--- config.mk ---
export PLATFORM = sky130hd
export DESIGN_NAME = barcode_tx
export DESIGN_NICKNAME = d
export VERILOG_FILES = /design/src/rtl/barcode_tx.sv
export SDC_FILE = /design/constraint.sdc
export NUM_CORES = 1
export LEC_CHECK = 0
export ABC_AREA = 1
export ABC_CLOCK_PERIOD_IN_PS = 6450
export BUFFER_PORTS_ARGS = -buffer_cell sky130_fd_sc_hd__clkbuf_2
export CAP_MARGIN = 10
export CORE_MARGIN = 2
export CORE_UTILIZATION = 39
export CTS_BUF_LIST = sky130_fd_sc_hd__clkbuf_8
export DETAILED_ROUTE_END_ITERATION = 8
export PLACE_DENSITY_LB_ADDON = 0.2
export SYNTH_ARGS = -nofsm -noshare
export SYNTH_HDL_FRONTEND = slang
export SYNTH_SLANG_ARGS = --single-unit
--- constraint.sdc ---
create_clock -name clk -period 6.45 [get_ports clk]
set_input_delay 0.3225 -clock clk [delete_from_list [all_inputs] [get_ports clk]]
set_output_delay 0.3225 -clock clk [all_outputs]
set_load 0.03 [all_outputs]
--- src/rtl/barcode_tx.sv ---
`default_nettype none
// ============================================================================
//  Module   : barcode_tx
//  Purpose  : Serial barcode transmitter. Sends an 8-bit station ID, MSB
//             first, after a start cell. Every cell is 4*q clocks long and
//             begins with a falling edge of BC. A '1' is low q and high 3q,
//             a '0' is low 3q and high q, and the start cell is low 2q and
//             high 2q.
//  Options  : BARCODE_TX_ID_CHECK_EN - reject IDs with ID[7:6] != 2'b00
//             by pulsing err instead of starting a frame.
//  Revision : 1.0 - initial release
// ============================================================================
module barcode_tx (
  input  logic        clk,
  input  logic        rst_n,
  input  logic        send,
  input  logic [7:0]  ID,
  input  logic [19:0] quarter,
  output logic        BC,
  output logic        busy,
  output logic        done,
  output logic        err
);

  typedef enum logic [2:0] {
    IDLE     = 3'd0,
    START_LO = 3'd1,
    START_HI = 3'd2,
    BIT_LO   = 3'd3,
    BIT_HI   = 3'd4
  } state_t;

  state_t      r_state;
  logic [21:0] r_timer;     // clocks elapsed in the current phase
  logic [2:0]  r_bit_cnt;   // index of the data cell being sent
  logic [7:0]  r_shift;     // r_shift[7] is the bit currently on the line
  logic [19:0] r_hold;      // quarter-cell length latched for this frame

  logic [21:0] w_q1;
  logic [21:0] w_q2;
  logic [21:0] w_q3;
  logic [21:0] w_phase_last;
  logic        w_phase_end;
  logic        w_send_ok;
  logic        w_id_bad;

  // 22 bits hold 3 * (2^20 - 1) without overflow, so no phase ever wraps
  assign w_q1 = {2'b00, r_hold};
  assign w_q2 = {1'b0, r_hold, 1'b0};
  assign w_q3 = w_q1 + w_q2;

  // Last timer value of the current phase (phase length minus one)
  always_comb begin
    w_phase_last = '0;
    case (r_state)
      START_LO, START_HI: w_phase_last = w_q2 - 22'd1;
      BIT_LO:             w_phase_last = (r_shift[7] ? w_q1 : w_q3) - 22'd1;
      BIT_HI:             w_phase_last = (r_shift[7] ? w_q3 : w_q1) - 22'd1;
      default:            w_phase_last = '0;
    endcase
  end

  assign w_phase_end = (r_timer == w_phase_last);

  // A request on the done cycle is dropped so frames are separated by at
  // least one idle cycle; a zero quarter would give a degenerate frame.
  assign w_send_ok = send && (quarter != 20'd0) && !done;

`ifdef BARCODE_TX_ID_CHECK_EN
  assign w_id_bad = (ID[7:6] != 2'b00);
`else
  assign w_id_bad = 1'b0;
`endif

  // Frame sequencer with registered BC/busy/done/err
  always_ff @(posedge clk or negedge rst_n) begin
    if (!rst_n) begin
      r_state   <= IDLE;
      r_timer   <= '0;
      r_bit_cnt <= '0;
      r_shift   <= '0;
      r_hold    <= '0;
      BC        <= 1'b1;
      busy      <= 1'b0;
      done      <= 1'b0;
      err       <= 1'b0;
    end else begin
      done <= 1'b0;
      err  <= 1'b0;
      case (r_state)
        IDLE: begin
          r_timer <= '0;
          if (w_send_ok) begin
            if (w_id_bad) begin
              err <= 1'b1;
            end else begin
              r_shift   <= ID;
              r_hold    <= quarter;
              r_bit_cnt <= '0;
              r_state   <= START_LO;
              BC        <= 1'b0;
              busy      <= 1'b1;
            end
          end
        end

        START_LO: begin
          if (w_phase_end) begin
            r_timer <= '0;
            r_state <= START_HI;
            BC      <= 1'b1;
          end else begin
            r_timer <= r_timer + 22'd1;
          end
        end

        START_HI: begin
          if (w_phase_end) begin
            r_timer <= '0;
            r_state <= BIT_LO;
            BC      <= 1'b0;
          end else begin
            r_timer <= r_timer + 22'd1;
          end
        end

        BIT_LO: begin
          if (w_phase_end) begin
            r_timer <= '0;
            r_state <= BIT_HI;
            BC      <= 1'b1;
          end else begin
            r_timer <= r_timer + 22'd1;
          end
        end

        BIT_HI: begin
          if (w_phase_end) begin
            r_timer <= '0;
            r_shift <= {r_shift[6:0], 1'b0};
            if (r_bit_cnt == 3'd7) begin
              r_state <= IDLE;
              busy    <= 1'b0;
              done    <= 1'b1;
            end else begin
              r_bit_cnt <= r_bit_cnt + 3'd1;
              r_state   <= BIT_LO;
              BC        <= 1'b0;
            end
          end else begin
            r_timer <= r_timer + 22'd1;
          end
        end

        default: begin
          r_state <= IDLE;
          r_timer <= '0;
          BC      <= 1'b1;
          busy    <= 1'b0;
        end
      endcase
    end
  end

endmodule
`default_nettype wire

Yosys cells after proc, flatten, opt, wreduce, memory -nomap -nowiden
Cells that the tools add are included.
Storage, ports and cells
  bits in registers: 59
  bits in latches: 0
  memory bits (writable): 0
  bits in read-only memories: 0
  input bits: 31
  output and inout bits: 4
  logic and storage cells: 77
  memories: 0
Operators by class
  add/subtract/negate cells: 6
  multiply operators: 0
  div/mod/pow operators: 0
  magnitude comparators: 0
  equal/unequal tests: 14
  shift-type cells: 0
  muxes and demuxes: 32
  bitwise logic cells: 1
  reductions and logical operators: 16
Operator list (number)
  22-bit 2-to-1 mux: 4
  22-bit one-hot mux with 3 select lines: 1
  22-bit by 1-bit subtractor with 22-bit output, second input constant: 2
  3-bit 2-to-1 mux: 8
  20-bit by 21-bit adder with 22-bit output: 1
  22-bit by 1-bit adder with 22-bit output, second input constant: 1
  22-bit equality test: 1
  21-bit by 1-bit subtractor with 22-bit output, second input constant: 1
  20-bit nonzero test: 1
  8-bit 2-to-1 mux: 2
  8-bit one-hot mux with 2 select lines: 1
  3-bit one-hot mux with 5 select lines: 1
  2-bit != test, second input constant: 7
  1-bit 2-to-1 mux: 11
  5-bit AND reduction: 2
  4-bit AND reduction: 2
  3-bit by 2-bit equality test with 1-bit output, second input constant: 2
  3-bit equality test, second input constant: 2
  3-bit one-hot mux with 2 select lines: 1
  1-bit one-hot mux with 4 select lines: 1
  2-bit OR reduction: 2
  4-bit OR reduction: 1
  3-bit by 1-bit adder with 3-bit output, second input constant: 1
  3-bit by 1-bit equality test with 1-bit output, second input constant: 1
  11 further kinds: 12

Longest topological paths before layout
  word-level depth: 7
  gate-level depth with buffers: 32
  mapped depth without buffers: 30

Least setup slack after synthesis
Ideal clock, no wire load.
  path kind: register -> register
  start point: register r_hold[0]
  end point: register r_shift[7]
  library setup time: 122 ps
  arrival time: 3170 ps
  data required time: 6328 ps
  setup slack: 3159 ps
  cell stages (with the launch flop): 30
  buffers on the path: 1
  period minus slack after synthesis: 3291 ps
  cell sequence: dfrtp_1 > ha_1 > inv_1 > fa_1 > nand2_1 > o21ai_0 > nand2_2 > nand2_2 > nand3_1 > clkinv_1 > nand3_2 > nor2_4 > nand2_2 > nor2_4 > nand3_2 > inv_2 > nand2_2 > nor2_1 > nand2_1 > nand3_1 > nand2_1 > nand2_1 > nand2_1 > nor2_2 > nand2_4 > nand2_8 > nand2_4 > buf_6 > nand2_2 > o21ai_2
On the way
  word-level cells in the longest chain between the ends: 7
  elaborated cells on any way between the ends: 10
  classes of those cells: add/sub (4); eq/ne (2); mux (3); reduce/logical (1)
RTL lines
  from (decl): line 37  | logic [19:0] r_hold;
  from (signal assigned): line 98  | r_hold <= quarter;
  20-bit by 21-bit adder with 22-bit output: line 50  | assign w_q3 = w_q1 + w_q2;
  22-bit 2-to-1 mux (on tied branches): line 58, 57
  22-bit by 1-bit subtractor with 22-bit output (on tied branches): line 58, 57
  22-bit one-hot mux with 3 select lines (*): line 55  | case (r_state)
  22-bit equality test (*): line 63  | assign w_phase_end = (r_timer == w_phase_last);
  2-bit != test (no source line) (*)
  3-bit AND reduction (no source line) (*)
  to (signal assigned): line 140  | r_shift <= {r_shift[6:0], 1'b0};
  to (decl): line 36  | logic [7:0] r_shift;
Mark *: on every way between the ends. The rest lies on a longest branch, timed or not.
A chain may end at the register's enable or synchronous reset.

Worst setup path after layout
  start point: register r_hold[0]
  end point: register r_timer[10]
On the way
  word-level cells in the longest chain between the ends: 7
  elaborated cells on any way between the ends: 10
  classes of those cells: add/sub (4); eq/ne (1); mux (5)
RTL lines
  20-bit by 21-bit adder with 22-bit output: line 50
  22-bit 2-to-1 mux (on tied branches): line 58, 57
  22-bit by 1-bit subtractor with 22-bit output (on tied branches): line 58, 57
  22-bit one-hot mux with 3 select lines (*): line 55
  22-bit equality test (*): line 63
  22-bit 2-to-1 mux (*) (2 in a row)
  to (signal assigned): line 113  | r_timer <= r_timer + 22'd1;
  to (signal assigned): line 123  | r_timer <= r_timer + 22'd1;
  to (signal assigned): line 133  | r_timer <= r_timer + 22'd1;
  to (decl): line 34  | logic [21:0] r_timer;
Marks and branches as above.

==> results_dict.tcl <==
set metrics [dict create \
    cp_max_fo 22 \
    netlist_instances 1003 \
    place_congestion 0.930 \
    final_common_cell "nand2_1" \
    cpPeakStageDelay_ps 410 \
    cts_buffers 9 \
    reg2reg_slack_ps 2540 \
    grt_pass1_wl_mm 29.4 \
    cp_data_required_time_ps 6660 \
    syn_to_final_growth_pct 8.20 \
    whs_ps 78.4 \
    cts-resized-gates 0 \
    ys_seq_area_share_pct 23.6 \
    hold_class "input pin to async pin" \
    fin_total_pwr_mw 3.78 \
    drt-wirelength-per-cell_um 13.7 \
    synth_top_cell_by_area "dfrtp_1" \
    setup.worst_path.start "r_hold[0]" \
    grtUsageTotal_pct 21.9 \
    insertion_delay_ps 370 \
    mostFrequentLayoutCells "nand2_1 (316), nand3_1 (132), inv_1 (130)" \
    start_kind "flip-flop" \
    grt_pass1_vias 6066 \
    fin_crit_ps 3910 \
    die_w_um 131 \
    dieArea_sq_um 17100 \
    leakage_nw 3.60 \
    syn_area_sq_um 6250 \
    setup_violations 0 \
    peakVddDrop_mv 0.216 \
    drive_gt1_share_pct 10.3 \
    antenna_cells 0 \
    drt_iter0_markers 453 \
    cts_root_buf "clkbuf_8" \
    place_inst 1235 \
    start_util_pct 39.6 \
    synth_area_leaders "dfrtp_1 (23%), nand2_1 (19%), nand3_1 (11%), ha_1 (9.0%), inv_1 (7.7%)" \
    io-pin-count 35 \
    grt_overflow 0 \
    maxCapViolations 0 \
    avgSynthCellArea_sq_um 6.23 \
    synth_fp_nets 1080 \
    p_per_area_nw_per_um2 559 \
    fin_crit_sh_pct 60.7 \
    worst_ep_arrival_time_ps 4130 \
    path_depth 24 \
    core_area_sq_um 15800 \
    grt_max_degree 60 \
    rsz0062_at_grt "false" \
    r2r_start "r_hold[0]" \
    place_hpwl_mm 13.6 \
    clock_sinks 59 \
    crit_family "simple AND/OR/NAND/NOR gates" \
    clk_transition_reported_paths_ps 80 \
    r2r-end "r_timer[10]" \
    reg2regPathDepth 24 \
    holdBufCountCts 0 \
    wl_mm 17.2 \
    cts_htree_levels 3 \
    synth_top_area_share_pct 23.2 \
    fp-row-count 46 \
    status "completed" \
    drc 0 \
    worstPathCellList "ha_1 > inv_1 > fa_1 > inv_1 > nand2_1 > nand2_1 > nand3_1 > nand2_1 > nand3_1 > nand3_1 > nand3_1 > nand2_1 > nand2_1 > nand3b_1 > nor2_1 > nand2_1 > nand3_1 > nand2_1 > nand2_1 > nand3_1 > nor2_2 > nand2_4 > o21ai_2 > nor3b_1" \
    cp-end-kind "flip-flop" \
    tns_ps 0 \
    fin_cells 1251 \
    yosysWarningCount 0 \
    finClkSkew_ps 12.2 \
    slew_violations 0 \
    postRouteAntennaNets 0 \
    hold_viol_final 0 \
    port_buffers 33 \
    via_per_inst 4.94 \
    worst_path_most_repeated_cell "nand2_1" \
    die_h_um 131 \
    cts_tree "built" \
    cts_buffer_depth 2 \
    grt_antenna_before_repair 0 \
    first_pass_iters 6 \
    worstSetupPathType "flip-flop to flip-flop" \
    fin_util_pct 42.9 \
    post_cts_buffers 0 \
    synth_seq_cells 59 \
    fmax_mhz 256 \
    nNetsFinal 1107 \
    critPathSlowestCell "dfrtp_1" \
    endpoint "r_timer[10]" \
    via_count 6177 \
    slew_headroom_pct 36.1 \
    cp_num_buf_inv 2 \
    worstMarginPinSlew_ps 958 \
    synth_cell_types 40 \
]
==> sequential cells by signal, summed over array words and instances, names as in the netlist <==
name	flops
done	1
r_bit_cnt	3
BC	1
r_timer	22
busy	1
r_state	3
r_hold	20
r_shift	8
==> per-stage QoR <==
step                      area (sq um)  worst slack (ps)
final                             6770              2540
after global routing              6770              2010
after CTS                         6770              2520
after detailed placement          6590              2560
after global placement            6590              2580
after floorplan                   6250              3160
==> logic make-up after synthesis <==
logic type	share of synthesized area, %
buf+inv	10.1
other cells	0.0600
flops	23.6
fa+ha+maj	9.33
simple gates	45.8
mux	1.12
xor+xnor	2.10
compound gates	7.86
==> worst reg2reg max path: cells and delay by family, from the launching register on <==
family                   cells  cell delay [ps]
AND/OR/NAND/NOR             19             2120
adder cells (fa/ha/maj)      2              670
flip-flops                   1              410
AO/OA/AOI/OAI                1              370
buffers and inverters        2              200
==> power by group <==
part	leakage (nW)	internal, mW	switching (mW)
sequential	0.732	0.481	0.139
clock	0.0819	0.149	0.171
combinational	2.79	0.906	1.93
total	3.60	1.54	2.25
==> cell type report <==
type	count	area, sq um
fillers	1760	9000
multi-input cells	789	4140
flip-flops and latches	59	1480
inverters	136	513
well taps	216	270
repair buffers	35	180
clock buffers	10	138
clock inverters	6	42.5
==> how the worst min path moves through the flow <==
stage	startpoint	endpoint	slack [ps]	depth (start not counted)
after global placement	BC	BC	450	2
after detailed placement	BC	BC	450	2
final	rst_n	r_hold[16]	80	2
after floorplan	rst_n	busy	30	0
after global routing	rst_n	r_hold[12]	160	2
after CTS	rst_n	r_hold[13]	140	2
==> per-layer routing <==
metal / part of all wire, % / GRT usage (%) / vias to the layer above
met3: 4.0 / 4.11 / 23
met1: 46 / 26.7 / 2760
met2: 48 / 39.2 / 129
li1: - / - / 3265
met4: 2.2 / 7.07 / 0
met5: 0 / 0 / -
==> cell usage after synthesis <==
library cell	instances
buf_2	7
conb_1	1
buf_6	3
nor3b_1	2
nand2_1	316
xnor2_1	2
nand4_1	18
nand2_8	1
inv_1	129
nor2_8	1
mux2i_1	7
a21oi_1	47
o21ai_2	9
nand2_4	6
nand2_2	15
nor3_1	13
fa_1	1
nor4_1	9
a21o_1	2
xor2_1	13
clkinv_1	2
o21bai_1	2
nand3_1	132
nor2_2	8
dfrtp_1	58
o21ai_0	23
ha_1	45
inv_2	4
nand3_4	1
a21boi_1	1
o21ai_1	5
dfstp_2	1
inv_4	1
nor2_1	92
nor2_4	4
nand3b_1	7
nand3_2	5
or2_2	1
clkbuf_1	5
buf_4	4
Power figures use the tool's default switching activity.
